`src/rtl/irr_bank.sv`:
```
// Interrupt request register bank: synchronises raw request lines, captures them
// in edge or level mode, resolves a rotating-priority winner and runs the INTA handshake.
module irr_bank #(
  parameter  int N_IRQ       = 8,
  parameter  int SYNC_STAGES = 2,
  localparam int IDX_W       = $clog2(N_IRQ)
) (
  input  logic             clk,
  input  logic             reset,
  input  logic [N_IRQ-1:0] irq_in,
  input  logic             ltim,
  input  logic [N_IRQ-1:0] imr,
  input  logic [IDX_W-1:0] prio_base,
  input  logic             inta_1,
  input  logic             inta_2,
  input  logic [N_IRQ-1:0] irr_clr,
  output logic [N_IRQ-1:0] irr_q,
  output logic             int_req,
  output logic [IDX_W-1:0] int_idx,
  output logic             frozen,
  output logic             ack_valid,
  output logic [IDX_W-1:0] ack_idx,
  output logic             ack_spurious,
  output logic [1:0]       dbg_state
);

  typedef enum logic [1:0] {
    S_IDLE   = 2'd0,
    S_FROZEN = 2'd1,
    S_ACK    = 2'd2
  } state_t;

  logic [N_IRQ-1:0] r_sync [SYNC_STAGES];
  logic [N_IRQ-1:0] r_prev;
  logic [N_IRQ-1:0] r_irr;
  logic [N_IRQ-1:0] r_pend;
  state_t           r_state;
  logic [IDX_W-1:0] r_sel;
  logic             r_spur;

  logic [N_IRQ-1:0] w_s;
  logic [N_IRQ-1:0] w_rise;
  logic [N_IRQ-1:0] w_cand;
  logic [N_IRQ-1:0] w_irr_set;
  logic [N_IRQ-1:0] w_ack_clr;
  logic [N_IRQ-1:0] w_irr_nxt;
  logic [N_IRQ-1:0] w_pend_nxt;
  logic             w_found;
  logic [IDX_W-1:0] w_idx;
  logic             w_frozen;
  state_t           w_state_nxt;
  logic [IDX_W-1:0] w_sel_nxt;
  logic             w_spur_nxt;

  assign w_s    = r_sync[SYNC_STAGES-1];
  assign w_rise = w_s & ~r_prev;
  assign w_cand = r_irr & ~imr;

  // Scan from prio_base upward; the index width wraps naturally since N_IRQ is a power of two.
  always_comb begin
    logic [IDX_W-1:0] k;
    w_found = 1'b0;
    w_idx   = '0;
    k       = '0;
    for (int i = 0; i < N_IRQ; i++) begin
      k = prio_base + IDX_W'(i);
      if (!w_found && w_cand[k]) begin
        w_found = 1'b1;
        w_idx   = k;
      end
    end
  end

  always_comb begin
    w_state_nxt = r_state;
    w_sel_nxt   = r_sel;
    w_spur_nxt  = r_spur;
    case (r_state)
      S_IDLE: begin
        if (inta_1) begin
          w_state_nxt = S_FROZEN;
          w_sel_nxt   = w_found ? w_idx : IDX_W'(N_IRQ - 1);
          w_spur_nxt  = ~w_found;
        end
      end
      S_FROZEN: begin
        if (irr_clr[r_sel]) w_spur_nxt = 1'b1;
        if (inta_2)         w_state_nxt = S_ACK;
      end
      S_ACK:   w_state_nxt = S_IDLE;
      default: w_state_nxt = S_IDLE;
    endcase
  end

  // While frozen the register holds; edges are parked in pend and merged once released.
  always_comb begin
    w_frozen  = (r_state == S_FROZEN);
    w_ack_clr = '0;
    if (w_frozen)  w_irr_set = r_irr;
    else if (ltim) w_irr_set = w_s;
    else           w_irr_set = r_irr | w_rise | r_pend;
    if (r_state == S_ACK && !r_spur) w_ack_clr[r_sel] = 1'b1;
    w_irr_nxt = w_irr_set & ~w_ack_clr & ~irr_clr;
    if (w_frozen && !ltim) w_pend_nxt = r_pend | w_rise;
    else if (w_frozen)     w_pend_nxt = r_pend;
    else                   w_pend_nxt = '0;
    w_pend_nxt = w_pend_nxt & ~irr_clr;
  end

  always_ff @(posedge clk or posedge reset) begin
    if (reset) begin
      for (int i = 0; i < SYNC_STAGES; i++) r_sync[i] <= '0;
      r_prev  <= '0;
      r_irr   <= '0;
      r_pend  <= '0;
      r_state <= S_IDLE;
      r_sel   <= '0;
      r_spur  <= 1'b0;
    end else begin
      r_sync[0] <= irq_in;
      for (int i = 1; i < SYNC_STAGES; i++) r_sync[i] <= r_sync[i-1];
      r_prev  <= w_s;
      r_irr   <= w_irr_nxt;
      r_pend  <= w_pend_nxt;
      r_state <= w_state_nxt;
      r_sel   <= w_sel_nxt;
      r_spur  <= w_spur_nxt;
    end
  end

  assign irr_q        = r_irr;
  assign int_req      = w_found;
  assign int_idx      = w_idx;
  assign frozen       = (r_state == S_FROZEN);
  assign ack_valid    = (r_state == S_ACK);
  assign ack_idx      = (r_state == S_ACK) ? r_sel : '0;
  assign ack_spurious = (r_state == S_ACK) ? r_spur : 1'b0;
  assign dbg_state    = r_state;

endmodule

```
`config.mk`:
```
export PLATFORM = sky130hd
export DESIGN_NAME = irr_bank
export DESIGN_NICKNAME = d
export VERILOG_FILES = /design/src/rtl/irr_bank.sv
export SDC_FILE = /design/constraint.sdc
export NUM_CORES = 1
export LEC_CHECK = 0
export CORE_ASPECT_RATIO = 1.1
export CORE_MARGIN = 8
export CORE_UTILIZATION = 50
export CTS_BUF_LIST = sky130_fd_sc_hd__clkbuf_8
export CTS_CLUSTER_SIZE = 28
export DETAILED_ROUTE_END_ITERATION = 7
export GPL_TIMING_DRIVEN = 0
export PLACE_DENSITY = 0.74
export SETUP_SLACK_MARGIN = 0.15
export SLEW_MARGIN = 20
export SYNTH_ARGS = -nofsm -noshare
export SYNTH_HDL_FRONTEND = slang
export SYNTH_SLANG_ARGS = --single-unit
```
`constraint.sdc`:
```
create_clock -name clk -period 2.9 [get_ports clk]
set_input_delay 0.435 -clock clk [delete_from_list [all_inputs] [get_ports clk]]
set_output_delay 0.435 -clock clk [all_outputs]
set_load 0.03 [all_outputs]
```
==> metrics, run 1 <==
DRC viols 0; VDD IR-drop max 0.471 mV; number of synthesized flops with an enable pin 0; Simple-Gate Fraction of Synth Area 19.7%; mux cell area share after synthesis 15.9%; port bufs 49; Max-cap violations 0; Post-Layout Cell Count 455; Post-synth ARST share 100%; Clock transition at path regs 0.08 ns; Netlist cell types 56; Die Y 95.4 um; leading area contributor after synthesis dfrtp_1; vias per cell 5.72; placed cell count 410; Setup Viol. Count Final 0; Rows 29; CORE AREA 5660 um^2; register area share after synthesis 40.2%; Seq cells post-synth 46; CTS Buf Count 5; PD cells 562 nW/um^2; post-layout min period 2.85 ns; Startpoint Class flop; worst-path fanout max 5; XOR/XNOR share of the synthesized area 2.01%; die area 8410 um^2; WP data required 2.47 ns; fmax 351 MHz; # hold bufs at CTS 0; Antenna Cells 0; final hold violation count 0; synthesized area per cell 10.1 um^2; Slew Viols, Final 0; clk sink count 46; Setup crit end kind output port; post-synth net total 317; worst-case clock buffer depth 2; Synth Instances 283; I/O pins 52; run status finished clean; count leader, synth dfrtp_1; Clock Latency Late Sink 0.30 ns; dpl ws -1.15 ns; worst-margin pin slew 0.860 ns; Critical Path AT 2.42 ns; number of global-route vias before repair 2721; drt total wl 8390 um; largest family of logic cells by synthesized area simple AND/OR/NAND/NOR gates; Hold Path Class flop to flop; DP HPWL 6150 um; Area contributors post-synth dfrtp_1 40%, mux4_2 9.4%, mux2i_1 5.6%; Initial Util 50.6%; Tot GR Track Use 20.7%; Iteration-0 DRC Markers 142; Final Net Count 411; PnR worst setup slack 0.0487 ns; H-tree levels 2; die width 88.2 um; Post-DRT Antenna Nets 0; yosys warns 0; unrepaired setup endpoints after global routing yes; WL per Instance 18.4 um; post-synth design cell area 2870 um^2; total power draw 2.33 mW; Layout area overhead 44.3%; GP Congestion 0.937; top post-synthesis cells by count 46 x dfrtp_1, 25 x nor2_1; layout cells sized above 1 29.9%; CP Class flop to output port; Period Utilization, post-route 98.3%; largest net degree at the start of global routing 30; Detailed Routing Iterations Pass 1 4; Final Skew 0.00396 ns; Lkg Pwr 1.78 nW; total grt overflow 0; CTS tree done; Slew Limit Headroom 42.6%; post-synthesis compound-gate area fraction 16.8%; post-synth top area share 40.2%; adder-cell share of the synthesized area 0.873%; Post-synth top flop dfrtp_1; via count 2604; initial antenna violation count 0; first-pass GRT wire length 13300 um; Root Buffer clkbuf_8
critical path: stages, from the launching register on:
cell and delay, ns:
dfrtp_1 0.41, nor2b_2 0.24, mux2i_4 0.12, mux4_2 0.50
a21boi_2 0.18, o221ai_2 0.22, nand3_2 0.12, a22oi_2 0.18
buf_6 0.15
cells by family after synthesis:
group	Yosys count
simple gates	103
compound gates	68
flops	46
buf+inv	30
mux	30
xor+xnor	4
fa+ha+maj	2
cell usage in the layout, fill, tap and decap left out, drive strengths merged, types with 12 or more instances in the layout:
cell and instances:
clkdlybuf4s50 35, a21oi 17, nand2 16, nand2b 12
mux2i 17, nor2 25, mux4 12, dfrtp 46
inv 19, nor2b 12, buf 51
registers in the layout, indices dropped and copies added (netlist names):
signal and cells:
w_s 8, irr_q 8, r_spur 1, r_sync 8
r_pend 8, r_prev 8, dbg_state 2, r_sel 3
report_power, final:
part | switching [mW] | total, mW | internal (mW)
Sequential | 0.0576 | 0.772 | 0.715
Clock | 0.215 | 0.411 | 0.196
Combinational | 0.607 | 1.14 | 0.536
Total | 0.879 | 2.33 | 1.45
final cells by class:
type	count	area, um^2
Buffer	11	80.1
Sequential cell	46	1150
Tap cell	77	96.3
Inverter	19	81.3
Clock buffer	6	82.6
Clock inverter	2	16.3
Timing Repair Buffer	87	807
Fill cell	429	1520
Multi-Input combinational cell	207	1820
final timing paths:
path / slack [ns] / end / from / depth (start not counted)
max in group asynchronous: 1.96 / r_sync[9] / reset / 3
max reg2reg: 0.59 / r_sel[0] / irr_q[2] / 9
min in group asynchronous: 0.45 / irr_q[4] / reset / 2
max: 0.05 / int_idx[2] / irr_q[0] / 8
min reg2reg: 0.35 / w_s[2] / r_sync[10] / 0
min: 0.35 / w_s[2] / r_sync[10] / 0
through the flow:
stage | util, % | cell area, um^2 | hold WS (ns) | TNS, ns
6_report | 73.1 | 4140 | 0.354 | 0
3_5_place_dp | 62.3 | 3520 | 0.335 | -4.64
5_1_grt | 73.1 | 4140 | 0.359 | -0.00394
4_1_cts | 72.0 | 4080 | 0.355 | 0
3_3_place_gp | 61.9 | 3500 | 0.335 | -4.62
2_1_floorplan | - | 2920 | 0.331 | 0
repair_timing:
action                                  4_1_cts  5_1_grt
buffers inserted                             33        4
pin swaps                                    17        8
gates resized for setup                      89        8
endpoints found under the setup margin        7        4
layer usage:
layer,track usage (%),vias to the layer above,routed length (um)
li1,-,1233,-
met1,22.9,1244,3230
met2,37.2,95,4440
met3,3.28,32,367
met4,10.7,0,347
met5,0,-,0
Power figures use the tool's default switching activity.
==> run 2, diff against run 1 <==
==> constraint.sdc (replaced) <==
create_clock -name clk -period 3.1 [get_ports clk]
set_input_delay 0.465 -clock clk [delete_from_list [all_inputs] [get_ports clk]]
set_output_delay 0.465 -clock clk [all_outputs]
set_load 0.03 [all_outputs]
==> run 2 against run 1 <==
  * Sequential cell count unchanged
  * Global-route usage is 0.15 points higher
  * Total power fell by 5.0%
  * Non-clock buffer count fell by 9
  * Register-to-register slack worse by 0.30 ns
  * Clock skew rose by 0.0052 ns
  * Combinational power down 9.6%
  * Setup slack improved by 0.14 ns
  * Clock power is 9.0% higher
  * Worst hold slack improved by 0.0024 ns
  * Wire length is 1.2% higher
  * Utilization fell by 1.2 points
==> metrics, run 2 (same netlist as run 1, synthesis figures left out) <==
CP delay by family, top multiplexers; Crit path buffers/inverters 4; setup TNS 0 ns; Max-cap violations 0; PD cells 543 nW/um^2; Layout area overhead 42.0%; total grt overflow 0; Reg area 1160 um^2; Slew Viols, Final 0; CP dominant cell by count buf_6; unrepaired setup endpoints after global routing yes; placed cell count 410; fmax 344 MHz; die width 88.2 um; critical path, cell by cell buf_8 -> buf_6 -> clkinv_8 -> ha_4 -> xnor2_4 -> mux4_2 -> and3_4 -> a31oi_4 -> nand3_2 -> a22oi_2 -> buf_6; Critical Path AT 2.45 ns; commonest non-fill, non-tap cell in the layout dfrtp_1; WP data required 2.63 ns; Clock transition at path regs 0.09 ns; CORE AREA 5660 um^2; vias per cell 5.89; first-pass GRT wire length 13500 um; I/O pins 52; port bufs 49; Hold Path Class flop to flop; max incr delay on CP 0.55 ns; Iteration-0 DRC Markers 118; layout cells sized above 1 28.5%; DP HPWL 6190 um; H-tree levels 2; Tot GR Track Use 20.8%; Startpoint Class input port; final hold violation count 0; area of the multi-input gates 1820 um^2; VDD IR-drop max 0.386 mV; worst-path cell with the longest stage delay mux4_2; CTS tree done; Initial Util 50.6%; Detailed Routing Iterations Pass 1 4; DRC viols 0; largest net degree at the start of global routing 25; Setup Viol. Count Final 0; WL per Instance 19.0 um; via count 2629; post-layout min period 2.91 ns; initial antenna violation count 0; Post-DRT Antenna Nets 0; Die Y 95.4 um; Rows 29; Slew Limit Headroom 43.2%; GP Congestion 0.969; worst-path fanout max 4; worst-case clock buffer depth 2; Root Buffer clkbuf_8; Setup crit end kind output port; CTS Buf Count 5; worst-margin pin slew 0.851 ns; drt total wl 8490 um; Post-Layout Cell Count 446; Final Skew 0.00918 ns; Lkg Pwr 1.73 nW; # hold bufs at CTS 0; CP Class input port to output port; Antenna Cells 0; Clock Latency Late Sink 0.30 ns; number of global-route vias before repair 2706; die area 8410 um^2; most frequent cells in the layout 41 x dfrtp_1, 35 x clkdlybuf4s50_1, 31 x buf_4, 24 x nor2_1, 16 x nand2_1; Final Net Count 402; run status finished clean; Period Utilization, post-route 93.9%; Fillers 418; clk sink count 46
run 2: power by group:
part	switching [mW]	internal, mW
clock network	0.207	0.242
registers	0.0631	0.670
logic	0.550	0.478
run 2: stage by stage:
step                      util (%)  instance area, um^2  power (mW)  worst slack, ns  hold WS (ns)
after global placement        61.3                 3470        1.61            -1.19         0.334
after CTS                     69.1                 3910        2.16            0.153         0.360
after detailed placement      61.8                 3500        1.62            -1.20         0.339
after floorplan                  -                 2890        1.32            0.177         0.331
after global routing          71.9                 4070        2.33            0.102         0.373
final                         71.9                 4070        2.21            0.189         0.356
run 2: layout make-up:
| type | instances | area share [%] |
|---|---|---|
| multi-input cells | 207 | 44.7 |
| flip-flops and latches | 46 | 28.4 |
| repair buffers | 78 | 17.6 |
| well taps | 77 | 2.37 |
| inverters | 19 | 2.18 |
| plain buffers | 11 | 1.91 |
| clock buffers | 5 | 1.69 |
| clock inverters | 3 | 1.08 |
run 2: layer usage:
layer  GRT usage [%]  up-vias  share of wire [%]
li1                -     1208                  -
met1            23.5     1291                 38
met2            37.2      100                 53
met3            3.19       30                4.6
met4            10.4        0                4.6
met5               0        -                  0
run 2: worst paths after layout:
path                               from         end  slack (ns)  cells past startpoint
setup / recovery           prio_base[1]  int_idx[2]        0.19                     11
hold / removal               r_sync[15]      w_s[7]        0.36                      0
setup reg to reg               irr_q[5]    r_sel[2]        0.29                     14
hold reg to reg              r_sync[15]      w_s[7]        0.36                      0
max in group asynchronous         reset    irr_q[4]        2.09                      3
min in group asynchronous         reset  r_sync[11]        0.51                      2
run 2: what timing repair did:
item | CTS | global route
buffers inserted | 17 | 11
pin swaps | 8 | 10
resized for setup | 82 | 22
endpoints found under the setup margin | 8 | 5
==> run 3, diff against run 2 <==
--- a/config.mk
+++ b/config.mk
@@ -7,12 +7,12 @@
 export LEC_CHECK = 0
 export CORE_ASPECT_RATIO = 1.1
 export CORE_MARGIN = 8
-export CORE_UTILIZATION = 50
+export CORE_UTILIZATION = 45
 export CTS_BUF_LIST = sky130_fd_sc_hd__clkbuf_8
 export CTS_CLUSTER_SIZE = 28
 export DETAILED_ROUTE_END_ITERATION = 7
 export GPL_TIMING_DRIVEN = 0
-export PLACE_DENSITY = 0.74
+export PLACE_DENSITY = 0.67
 export SETUP_SLACK_MARGIN = 0.15
 export SLEW_MARGIN = 20
 export SYNTH_ARGS = -nofsm -noshare
==> run 3 against run 2 <==
  * Total power shrank 5.2%
  * Die area increased by 9.1%
  * Clock power decreased by 18%
  * Critical endpoint unchanged
  * Highest routed layer unchanged
==> metrics, run 3 (same netlist as run 1, synthesis figures left out) <==
die area 9180 um^2; PD cells 527 nW/um^2; DP HPWL 6250 um; worst-path fanout max 5; commonest non-fill, non-tap cell in the layout dfrtp_1; H-tree levels 2; Hold Path Class flop to flop; # hold bufs at CTS 0; Post-Layout Cell Count 442; DRC viols 0; largest net degree at the start of global routing 30; Lkg Pwr 1.68 nW; vias per cell 5.93; CTS Buf Count 5; setup TNS 0 ns; VDD IR-drop max 0.404 mV; unrepaired setup endpoints after global routing yes; Setup Viol. Count Final 0; part of the power in registers 35.1%; Antenna Cells 0; Initial Util 46.6%; Layout area overhead 38.7%; Psw 0.808 mW; WL per Instance 19.1 um; first-pass GRT wire length 13900 um; total grt overflow 0; fmax 339 MHz; die width 92.1 um; Clock Latency Late Sink 0.30 ns; placed cell count 413; Startpoint Class flop; GP Congestion 0.904; Internal 1.29 mW; Post-Place Cell Area 3500 um^2; Max-cap violations 0; clock network fraction of design power 17.5%; Slew Limit Headroom 42.0%; CTS tree done; final hold violation count 0; Clock transition at path regs 0.09 ns; Slew Viols, Final 0; WP data required 2.63 ns; Switching Fraction 38.6%; initial antenna violation count 0; Rows 30; post-layout min period 2.95 ns; Final Net Count 395; drt total wl 8440 um; Setup crit end kind output port; I/O pins 52; Tot GR Track Use 18.8%; Root Buffer clkbuf_8; Post-DRT Antenna Nets 0; Detailed Routing Iterations Pass 1 4; layout cells sized above 1 26.5%; CP Class flop to output port; Period Utilization, post-route 95.2%; Fin Hold WS 0.355 ns; Die Y 99.7 um; worst-margin pin slew 0.869 ns; Min-Delay Path Depth 0; Reg2Reg Depth 9; number of global-route vias before repair 2745; Final Skew 0.00574 ns; CORE AREA 6160 um^2; Iteration-0 DRC Markers 136; run status finished clean; via count 2621; flop2flop setup slack 0.77 ns; Critical Path AT 2.48 ns; worst-case clock buffer depth 2; port bufs 49; clk sink count 46; fin area 3980 um^2; Comb pwr share 47.4%; most frequent cells in the layout 43 x dfrtp_1, 35 x clkdlybuf4s50_1, 27 x buf_4, 24 x nor2_1, 16 x nand2_1; total power draw 2.09 mW
==> run 3: power groups by stage <==
stage / Sequential (mW) / Combinational [mW] / Clock, mW
floorplan: 0.771 / 0.550 / 0
global placement: 0.740 / 0.876 / 0
detailed placement: 0.742 / 0.881 / 0
CTS: 0.732 / 0.959 / 0.378
global route: 0.745 / 1.07 / 0.404
finish: 0.734 / 0.993 / 0.367
==> run 3: critical path, stage by stage, from the launching register on <==
cell,delay (ns)
dfrtp_1,0.46
nor2b_2,0.25
mux2i_4,0.12
mux4_2,0.51
a21boi_2,0.18
o221ai_2,0.20
nand3_2,0.13
a22oi_2,0.18
buf_6,0.15
==> run 3: area by class of cell <==
type / count / area (um^2)
Buffer: 11 / 68.8
Clock buffer: 5 / 68.8
Fill cell: 528 / 2180
Sequential cell: 46 / 1150
Clock inverter: 3 / 22.5
Multi-Input combinational cell: 207 / 1820
Timing Repair Buffer: 71 / 658
Tap cell: 80 / 100
Inverter: 19 / 83.8
==> run 3: repair_timing <==
| item | CTS | global route |
|---|---|---|
| gates resized for setup | 75 | 20 |
| buffers inserted | 14 | 7 |
| endpoints found under the setup margin | 6 | 4 |
| pin swaps | 9 | 7 |
==> run 3: per-stage QoR <==
stage	setup slack [ns]	utilization (%)
floorplan	0.177	-
global placement	-1.21	56.5
detailed placement	-1.17	56.8
CTS	0.138	62.6
global route	0.0822	64.6
finish	0.150	64.6
==> run 3: worst paths after layout <==
kind | startpoint | end
worst min register to register | r_sync[9] | w_s[1]
worst max register to register | irr_q[0] | r_sel[2]
worst max-delay path | irr_q[0] | int_idx[2]
max in group asynchronous | reset | irr_q[6]
min in group asynchronous | reset | r_prev[1]
worst min-delay path | r_sync[9] | w_s[1]
==> run 3: per-layer routing <==
metal | track usage (%) | up-vias | wire length [um]
li1 | - | 1199 | -
met1 | 20.9 | 1290 | 3230
met2 | 34.2 | 108 | 4470
met3 | 3.24 | 24 | 446
met4 | 8.06 | 0 | 291
met5 | 0 | - | 0
